===== config.mk =====
export PLATFORM = sky130hd
export DESIGN_NAME = apb_req_arbiter
export DESIGN_NICKNAME = d
export VERILOG_FILES = /design/src/rtl/arb_pkg.sv /design/src/rtl/arb_rr_pick.sv /design/src/rtl/apb_req_arbiter.sv
export SDC_FILE = /design/constraint.sdc
export NUM_CORES = 1
export LEC_CHECK = 0
export BUFFER_PORTS_ARGS = -buffer_cell sky130_fd_sc_hd__buf_2
export CAP_MARGIN = 15
export CORE_MARGIN = 8
export CORE_UTILIZATION = 45
export CTS_CLUSTER_DIAMETER = 50
export DETAILED_ROUTE_END_ITERATION = 10
export PLACE_DENSITY_LB_ADDON = 0.2
export SLEW_MARGIN = 15
export SYNTH_ARGS = -nofsm -noshare
export SYNTH_HDL_FRONTEND = slang
export SYNTH_HIERARCHICAL = 1
export SYNTH_SLANG_ARGS = --single-unit

===== constraint.sdc =====
create_clock -name pclk_i -period 3.65 [get_ports pclk_i]
set_clock_uncertainty 0.15 [all_clocks]
set_input_delay 0.365 -clock pclk_i [delete_from_list [all_inputs] [get_ports pclk_i]]
set_output_delay 0.365 -clock pclk_i [all_outputs]
set_load 0.01 [all_outputs]

===== src/rtl/arb_pkg.sv =====
// ============================================================================
// arb_pkg: shared constants, FSM encoding and helpers for apb_req_arbiter.
// Revision: 1.0
// ============================================================================
`default_nettype none

package arb_pkg;

  localparam int DEFAULT_AW = 8;
  localparam int DEFAULT_DW = 8;
  localparam int MAX_REQ    = 8;

  typedef enum logic [2:0] {
    ST_IDLE   = 3'b001,
    ST_SETUP  = 3'b010,
    ST_ACCESS = 3'b100
  } state_t;

  function automatic logic [MAX_REQ-1:0] idx_to_onehot(input logic [2:0] idx);
    idx_to_onehot = MAX_REQ'(1) << idx;
  endfunction

endpackage

`default_nettype wire


===== src/rtl/arb_rr_pick.sv =====
// ============================================================================
// arb_rr_pick: combinational round-robin picker, searching upward from
// last_grant+1 with wrap.  Revision: 1.0
// ============================================================================
`default_nettype none

module arb_rr_pick #(
  parameter int NUM_REQ = 4,
  parameter int IW      = 2
) (
  input  logic [NUM_REQ-1:0] req,
  input  logic [IW-1:0]      last_grant,
  output logic [IW-1:0]      winner,
  output logic               valid
);

  int          cand;
  logic [IW-1:0] cand_idx;

  always_comb begin
    winner   = '0;
    valid    = 1'b0;
    cand     = 0;
    cand_idx = '0;
    for (int i = 1; i <= NUM_REQ; i++) begin
      cand     = (int'(last_grant) + i) % NUM_REQ;
      cand_idx = IW'(cand);
      if (!valid && req[cand_idx]) begin
        valid  = 1'b1;
        winner = cand_idx;
      end
    end
  end

endmodule

`default_nettype wire


===== src/rtl/apb_req_arbiter.sv =====
// ============================================================================
// apb_req_arbiter: round-robin sharing of one APB-style register port among
// NUM_REQ requesters. Optional ACCESS timeout: ARB_TIMEOUT_EN. Revision: 1.0
// ============================================================================
`default_nettype none

module apb_req_arbiter
  import arb_pkg::*;
#(
  parameter int NUM_REQ        = 4,
  parameter int AW             = DEFAULT_AW,
  parameter int DW             = DEFAULT_DW,
  parameter int TIMEOUT_CYCLES = 15
) (
  input  logic                  pclk_i,
  input  logic                  prst_i,
  input  logic [NUM_REQ-1:0]    req_i,
  input  logic [NUM_REQ*AW-1:0] req_addr_i,
  input  logic [NUM_REQ*DW-1:0] req_wdata_i,
  input  logic [NUM_REQ-1:0]    req_write_i,
  output logic [NUM_REQ-1:0]    gnt_o,
  output logic [NUM_REQ-1:0]    done_o,
  output logic [DW-1:0]         rdata_o,
  output logic                  err_o,
  output logic                  psel_o,
  output logic                  penable_o,
  output logic                  pwrite_o,
  output logic [AW-1:0]         paddr_o,
  output logic [DW-1:0]         pwdata_o,
  input  logic                  pready_i,
  input  logic [DW-1:0]         prdata_i,
  input  logic                  perror_i
);

  localparam int IW = $clog2(NUM_REQ);

  if (NUM_REQ < 2 || NUM_REQ > MAX_REQ || TIMEOUT_CYCLES < 1) begin : g_bad_cfg
    $error("apb_req_arbiter: unsupported parameter set");
  end

  state_t        state;
  logic [IW-1:0] cur;
  logic [IW-1:0] last_grant;
  logic [IW-1:0] win;
  logic          win_valid;

  arb_rr_pick #(
    .NUM_REQ (NUM_REQ),
    .IW      (IW)
  ) u_pick (
    .req        (req_i),
    .last_grant (last_grant),
    .winner     (win),
    .valid      (win_valid)
  );

`ifdef ARB_TIMEOUT_EN
  localparam int            CW        = $clog2(TIMEOUT_CYCLES + 1);
  localparam logic [CW-1:0] LAST_WAIT = CW'(TIMEOUT_CYCLES - 1);
  logic [CW-1:0] wait_cnt;
`endif

  always_ff @(posedge pclk_i or posedge prst_i) begin
    if (prst_i) begin
      state      <= ST_IDLE;
      cur        <= '0;
      last_grant <= IW'(NUM_REQ - 1);
      gnt_o      <= '0;
      done_o     <= '0;
      rdata_o    <= '0;
      err_o      <= 1'b0;
      psel_o     <= 1'b0;
      penable_o  <= 1'b0;
      pwrite_o   <= 1'b0;
      paddr_o    <= '0;
      pwdata_o   <= '0;
`ifdef ARB_TIMEOUT_EN
      wait_cnt   <= '0;
`endif
    end else begin
      done_o  <= '0;
      rdata_o <= '0;
      err_o   <= 1'b0;
      case (state)
        // The done cycle is held in IDLE without granting: one idle gap.
        ST_IDLE: begin
          if (win_valid && !(|done_o)) begin
            cur       <= win;
            paddr_o   <= req_addr_i[win*AW +: AW];
            pwdata_o  <= req_wdata_i[win*DW +: DW];
            pwrite_o  <= req_write_i[win];
            gnt_o     <= NUM_REQ'(idx_to_onehot(3'(win)));
            psel_o    <= 1'b1;
            state     <= ST_SETUP;
          end
        end
        ST_SETUP: begin
          penable_o <= 1'b1;
          state     <= ST_ACCESS;
`ifdef ARB_TIMEOUT_EN
          wait_cnt  <= '0;
`endif
        end
        ST_ACCESS: begin
          if (pready_i) begin
            psel_o     <= 1'b0;
            penable_o  <= 1'b0;
            gnt_o      <= '0;
            done_o     <= gnt_o;
            rdata_o    <= pwrite_o ? '0 : prdata_i;
            err_o      <= perror_i;
            last_grant <= cur;
            state      <= ST_IDLE;
          end
`ifdef ARB_TIMEOUT_EN
          else if (wait_cnt == LAST_WAIT) begin
            psel_o     <= 1'b0;
            penable_o  <= 1'b0;
            gnt_o      <= '0;
            done_o     <= gnt_o;
            rdata_o    <= '0;
            err_o      <= 1'b1;
            last_grant <= cur;
            state      <= ST_IDLE;
          end else begin
            wait_cnt <= wait_cnt + 1'b1;
          end
`endif
        end
        default: state <= ST_IDLE;
      endcase
    end
  end

endmodule

`default_nettype wire


# Yosys cells after proc, flatten, opt, wreduce, memory -nomap -nowiden
# Cells that the tools add are included.
dict set report op_classes {
  n_addsub 4
  n_reduce_logical 16
  n_lt_le_gt_ge 5
  shift 3
  mux 35
  n_eq_ne 5
}
# op n
set ops {}
lappend ops {{$shiftx 32x6->8} 2}
lappend ops {{$mux 8} 3}
lappend ops {{$mux 4} 4}
lappend ops {{$lt 2x3->1 const B} 5}
lappend ops {{$mux 1} 13}
lappend ops {{$bmux 1 s2} 5}
lappend ops {{$pmux 3 s3} 1}
lappend ops {{$mux 2} 4}
lappend ops {{$pmux 4 s2} 1}
lappend ops {{$reduce_and 2->1} 4}
lappend ops {{$mux 3} 2}
lappend ops {{$add 2x1->2 const B} 2}
lappend ops {{$add 2x2->2 const B} 2}
lappend ops {{$logic_and 1x1->1} 4}
lappend ops {{$logic_not 1->1} 4}
lappend ops {{$ne 2x2->1 const B} 2}
lappend ops {{$pmux 1 s2} 2}
lappend ops {{$reduce_bool 2->1} 2}
lappend ops {{$reduce_or 4->1} 1}
lappend ops {{$shl 1x2->4 const A} 1}
lappend ops {{$eq 3x1->1 const B} 1}
lappend ops {{$eq 3x2->1 const B} 1}
lappend ops {{$eq 3x3->1 const B} 1}
lappend ops {{$reduce_and 3->1} 1}
dict set report totals {
  inputBits 84
  reg_bits 43
}

# Logic depth before layout (Yosys ltp)
dict set report logic_depth {
  depth_word 16
  ltp_mapped 7
  mapped_depth_nobuf 5
}

# Modules after synthesis
# The synthesis kept the hierarchy.
# mod n_inst area_each_um2 seq_area_each_um2 cells_per_inst
set by_module_without_submodules {}
lappend by_module_without_submodules {apb_req_arbiter 1 2099.5 1079.8 126}
lappend by_module_without_submodules {arb_rr_pick 1 91.3 0.0 14}

# Worst setup path before layout
# No wires, ideal clock.
dict set report synth_timing {
  kind {register to register}
  start {register last_grant[1]}
  end {register pwdata_o[0]}
  t_required_ns 3.375
  path_slack_ns 1.445
  setup_time_ns 0.125
  stages_incl_launch_ff 7
  t_arrival_ns 1.930
  path_cell_list {dfstp_2 > nand2b_1 > a21oi_2 > o221ai_2 > buf_6 > mux4_1 > mux2_4}
}
dict set report synth_between {
  word_cells_on_any_way 29
  classes_between {add/sub (4); shift (1); mux (16); reduce/logical (8)}
}
# item line
set synth_rtl {}
lappend synth_rtl {{start: declaration} apb_req_arbiter.sv:43} ;# logic [IW-1:0] last_grant;
lappend synth_rtl {{start signal: assignment} apb_req_arbiter.sv:67} ;# last_grant <= IW'(NUM_REQ - 1);
lappend synth_rtl {{start signal: assignment} apb_req_arbiter.sv:112} ;# last_grant <= cur;
lappend synth_rtl {{$add 2x1->2} arb_rr_pick.sv:26} ;# cand = (int'(last_grant) + i) % NUM_REQ;
lappend synth_rtl {{$bmux 1 s2} arb_rr_pick.sv:28} ;# if (!valid && req[cand_idx]) begin
lappend synth_rtl {{$mux 1 (not written as such)} arb_rr_pick.sv:28}
lappend synth_rtl {{$mux 1} arb_rr_pick.sv:28}
lappend synth_rtl {{$logic_not 1->1} arb_rr_pick.sv:28}
lappend synth_rtl {{$logic_and 1x1->1} arb_rr_pick.sv:28}
lappend synth_rtl {{$mux 1} arb_rr_pick.sv:28}
lappend synth_rtl {{$logic_not 1->1} arb_rr_pick.sv:28}
lappend synth_rtl {{$logic_and 1x1->1} arb_rr_pick.sv:28}
lappend synth_rtl {{$mux 1} arb_rr_pick.sv:28}
lappend synth_rtl {{$logic_not 1->1} arb_rr_pick.sv:28}
lappend synth_rtl {{$logic_and 1x1->1} arb_rr_pick.sv:28}
lappend synth_rtl {{$mux 2 (*)} arb_rr_pick.sv:28}
lappend synth_rtl {{named net win[0]} apb_req_arbiter.sv:44} ;# logic [IW-1:0] win;
lappend synth_rtl {{$shiftx 32x6->8 (*)} apb_req_arbiter.sv:90} ;# pwdata_o <= req_wdata_i[win*DW +: DW];
lappend synth_rtl {{end signal: assignment} apb_req_arbiter.sv:90}
lappend synth_rtl {{end: declaration} apb_req_arbiter.sv:29} ;# output logic [DW-1:0] pwdata_o,
# Mark *: on every way through the listed nets, which the timed path passes. The rest lies on a longest branch. The select of a mux whose other input is x is not followed.
# A chain may end at the register's enable or synchronous reset.

# Final worst setup path
# Ends and elaborated chain as after synthesis.

==> impl_results.html <==
<table>
<tr><th>Metric</th><th>Value</th></tr>
<tr><th colspan="2">Global route</th></tr>
<tr><td>Global routing usage summed across all routing layers</td><td>between 10% and 20%</td></tr>
<tr><td>Wire length of the first global-routing pass</td><td>9363 um</td></tr>
<tr><td>Initial antenna violation count</td><td>0</td></tr>
<tr><td>Via count of the first global-routing pass</td><td>1,881</td></tr>
<tr><td>Largest net degree at the start of global routing</td><td>44</td></tr>
<tr><td>Global-route congestion overflow total</td><td>0</td></tr>
<tr><th colspan="2">Setup path</th></tr>
<tr><td>Crit path DAT</td><td>approximately 2.5 ns</td></tr>
<tr><td>Required time at the worst-slack endpoint</td><td>3.68 ns</td></tr>
<tr><td>Reg2reg end</td><td>pwdata_o[0]</td></tr>
<tr><td>Worst Path Max Fanout</td><td>21</td></tr>
<tr><td>Crit path kind</td><td>flop to flop</td></tr>
<tr><td>Number of cells on the worst reg-to-reg path</td><td>6</td></tr>
<tr><td>Startpoint type of the worst setup path</td><td>flop</td></tr>
<tr><td>Worst r2r src</td><td>last_grant[1]</td></tr>
<tr><td>Crit path launch</td><td>last_grant[1]</td></tr>
<tr><td>CP endpoint kind</td><td>flop</td></tr>
<tr><td>Worst-case register-to-register setup slack</td><td>1.20 ns</td></tr>
<tr><th colspan="2">Drt</th></tr>
<tr><td>Routed wire length per instance</td><td>17.11 um</td></tr>
<tr><td>DR vias</td><td>1,652</td></tr>
<tr><td>Number of routed nets with antenna violations</td><td>0</td></tr>
<tr><td>Routed Wire Length</td><td>approximately 5700 um</td></tr>
<tr><td>Average via count per standard cell</td><td>roughly 5.0</td></tr>
<tr><td>DRC violation count after routing</td><td>0</td></tr>
<tr><td>Length of the first detailed-routing pass in iterations</td><td>4</td></tr>
<tr><td>1st-iter DRT viols</td><td>44</td></tr>
<tr><th colspan="2">Timing</th></tr>
<tr><td>Unrepaired setup endpoints after global routing</td><td>false</td></tr>
<tr><td>Final-report hold violation count</td><td>0</td></tr>
<tr><td>Setup slack after layout</td><td>approximately 1.2 ns</td></tr>
<tr><td>Slew of the pin with the lowest slew margin</td><td>roughly 0.53 ns</td></tr>
<tr><td>Worst slew margin</td><td>64.50%</td></tr>
<tr><td>Setup_tns</td><td>0 ns</td></tr>
<tr><td>Fin crit share</td><td>~67%</td></tr>
<tr><td>Post-route minimum period</td><td>2.447 ns</td></tr>
<tr><td>Maximum clock rate</td><td>408.7 MHz</td></tr>
<tr><td>Final-report max-slew violation count</td><td>0</td></tr>
<tr><td>Setup-failing EPs final</td><td>0</td></tr>
<tr><th colspan="2">Synth</th></tr>
<tr><td>Area share of the largest cell type after synthesis</td><td>45.69%</td></tr>
<tr><td>Most frequent cell after synthesis</td><td>dfrtp_1</td></tr>
<tr><td>Largest area contributor in the synthesized netlist</td><td>dfrtp_1</td></tr>
<tr><td>FF+latch count, synth</td><td>43</td></tr>
<tr><td>Number of enable flip-flop cells after synthesis</td><td>0</td></tr>
<tr><td>Cell types with the highest counts after synthesis</td><td>dfrtp_1, and2_1, mux2_4, mux4_2, mux2_2</td></tr>
<tr><td>Mapped cell area</td><td>between 0.002 and 0.0025 mm2</td></tr>
<tr><td>Post-Syn Nets</td><td>224</td></tr>
<tr><td>Most used flip-flop cell after synthesis</td><td>dfrtp_1</td></tr>
<tr><td>Yosys cell types</td><td>29</td></tr>
<tr><td>Post-synthesis cell count</td><td>140</td></tr>
<tr><td>Number of warnings issued by yosys</td><td>6</td></tr>
<tr><td>Syn avg cell area</td><td>15.65 um2</td></tr>
<tr><td>Fraction of synthesis flops using an asynchronous set or reset pin</td><td>100.0%</td></tr>
<tr><td>Proportion of synthesized chip area in sequential cells</td><td>49.29%</td></tr>
<tr><td>Synth area leaders</td><td>dfrtp_1, mux4_2, mux2_4</td></tr>
<tr><th colspan="2">Layout</th></tr>
<tr><td>Final #Nets</td><td>~350</td></tr>
<tr><td>Area of combinational cells with multiple inputs</td><td>around 0.0010 mm2</td></tr>
<tr><td>Non-filler instance count after layout</td><td>331</td></tr>
<tr><td>Antenna Cells</td><td>0</td></tr>
<tr><td>Storage cell area</td><td>0.001080 mm2</td></tr>
<tr><td>Fill cell instance count of the final layout</td><td>between 300 and 400</td></tr>
<tr><td>Layout Area Growth over Synthesis</td><td>32.90%</td></tr>
<tr><td>Proportion of layout cells with a drive suffix above 1</td><td>64.39%</td></tr>
<tr><th colspan="2">Die</th></tr>
<tr><td>X dimension of the die</td><td>85.78 um</td></tr>
<tr><td>Total number of placement rows</td><td>25</td></tr>
<tr><td>Number of top-level design ports</td><td>120</td></tr>
<tr><td>Initial cell density of the core</td><td>between 40 and 50%</td></tr>
<tr><td>DIE HEIGHT</td><td>around 86 um</td></tr>
<tr><td>Total Die Area</td><td>0.007357 mm2</td></tr>
<tr><td>Core footprint</td><td>0.004723 mm2</td></tr>
<tr><th colspan="2">Clocking</th></tr>
<tr><td>Maximum root-to-sink buffer count</td><td>2</td></tr>
<tr><td>Number of hold buffers added after cts</td><td>0</td></tr>
<tr><td>Clock transition at path regs</td><td>about 0.080 ns</td></tr>
<tr><td>Source-to-sink clock delay at the later pin of the worst-skew pair</td><td>approximately 0.29 ns</td></tr>
<tr><td>Clock buffer count from CTS</td><td>5</td></tr>
<tr><td>Clock tree root buffer cell</td><td>clkbuf_8</td></tr>
<tr><td>Clock tree from TritonCTS</td><td>yes</td></tr>
<tr><td>H-tree depth</td><td>2</td></tr>
<tr><td>Clock Sinks</td><td>43</td></tr>
<tr><td>Post-CTS resize count</td><td>0</td></tr>
<tr><td>Number of setup buffers added after CTS</td><td>0</td></tr>
<tr><th colspan="2">Place</th></tr>
<tr><td>Count of placed standard cells including taps</td><td>323</td></tr>
<tr><td>Routability congestion estimate</td><td>0.7525</td></tr>
<tr><td>Hpwl dp</td><td>around 4500 um</td></tr>
<tr><td>Setup WS pre-CTS</td><td>1.192 ns</td></tr>
<tr><td>Port Buffers</td><td>119</td></tr>
<tr><th colspan="2">Outcome</th></tr>
<tr><td>Run status</td><td>completed</td></tr>
<tr><th colspan="2">Pwr</th></tr>
<tr><td>Static Leak</td><td>1.508 nW</td></tr>
<tr><td>Peak supply drop</td><td>approximately 0.32 mV</td></tr>
<tr><td>PD cells</td><td>712.1 mW/mm2</td></tr>
<tr><th colspan="2">Worst hold path</th></tr>
<tr><td>Worst hold path type</td><td>primary input to asynchronous set/reset pin</td></tr>
<tr><th colspan="2">Flow run</th></tr>
<tr><td>Maximum capacitance violations</td><td>0</td></tr>
</table>
flip-flops by register name (all words and copies together), names as in the netlist, 2 cells and up:
name / count
rdata_o: 8
cur: 2
gnt_o: 4
pwdata_o: 8
last_grant: 2
done_o: 4
state: 3
paddr_o: 8
per-layer routing:
layer | GRT usage (%) | wire (um) | vias to the layer above | share of wire (%)
met3 | 6.017 | 567 | 7 | 10
met1 | 17.47 | 2208 | 800 | 39
met5 | 0 | 0 | - | 0
met4 | 5.414 | 68 | 0 | 1.2
li1 | - | - | 769 | -
met2 | 28.35 | 2818 | 76 | 50
power by group:
part	switching, mW	internal [mW]	total (mW)
clock network	0.155	0.134	0.289
registers	0.113	0.661	0.774
logic	0.429	0.581	1.01
total	0.697	1.38	2.07
final cells by class:
| class | count | area share [%] |
|---|---|---|
| Sequential cell | 43 | 37.09 |
| Inverter | 7 | 0.9025 |
| Clock inverter | 1 | 0.1719 |
| Timing Repair Buffer | 124 | 21.74 |
| Tap cell | 67 | 2.879 |
| Clock buffer | 7 | 2.621 |
| Multi-Input combinational cell | 82 | 34.59 |
worst max-delay path, cell delays in order, from the launching register on:
cell and delay (ns):
dfstp_2 0.59, nand2b_1 0.14, a21oi_2 0.06, o221ai_2 0.16
buf_4 0.36, mux4_1 0.61, mux2_4 0.27
logic make-up after synthesis:
group           synth area share, %
flops                         49.29
mux                           31.81
simple gates                  8.737
buf+inv                       4.911
compound gates                5.255
cell usage in the layout, fill, tap and decap left out:
cell type / synthesis / routed
buf_2: 1 / 119
dfrtp_1: 40 / 40
and2_1: 14 / 14
mux2_4: 12 / 12
mux4_2: 11 / 11
mux2_2: 8 / 8
inv_1: 7 / 6
mux4_1: 6 / 6
a21oi_1: 6 / 5
clkbuf_8: 0 / 5
buf_4: 0 / 5
a32o_1: 4 / 4
nand2b_1: 4 / 4
nor2_1: 3 / 3
dfstp_2: 3 / 3
nor4b_2: 2 / 2
and2b_1: 2 / 2
clkbuf_1: 2 / 2
a21oi_2: 1 / 2
nor4bb_1: 1 / 1
mux2_1: 1 / 1
or3b_2: 1 / 1
o31ai_1: 1 / 1
o21bai_1: 1 / 1
clkinv_1: 0 / 1
clkinv_2: 0 / 1
mux2i_1: 1 / 1
o221ai_2: 1 / 1
nand2_1: 1 / 1
a31oi_1: 1 / 1
worst max path at each step:
stage / endpoint / depth (start not counted)
floorplan: pwdata_o[0] / 6
global placement: pwrite_o / 6
detailed placement: paddr_o[6] / 6
CTS: paddr_o[6] / 6
global route: paddr_o[6] / 6
finish: pwdata_o[0] / 6
through the flow:
| step | area (um2) | util, % | hold WS, ns | total power, mW |
|---|---|---|---|---|
| floorplan | 2191 | - | 0.3022 | 1.570 |
| detailed placement | 2830 | 59.92 | 0.3294 | 1.816 |
| global route | 2912 | 61.64 | 0.09595 | 2.216 |
| finish | 2912 | 61.64 | 0.04426 | 2.073 |
| CTS | 2912 | 61.64 | 0.06553 | 2.106 |
| global placement | 2830 | 59.92 | 0.3292 | 1.781 |
No activity file was read; power rests on OpenSTA's default activity.
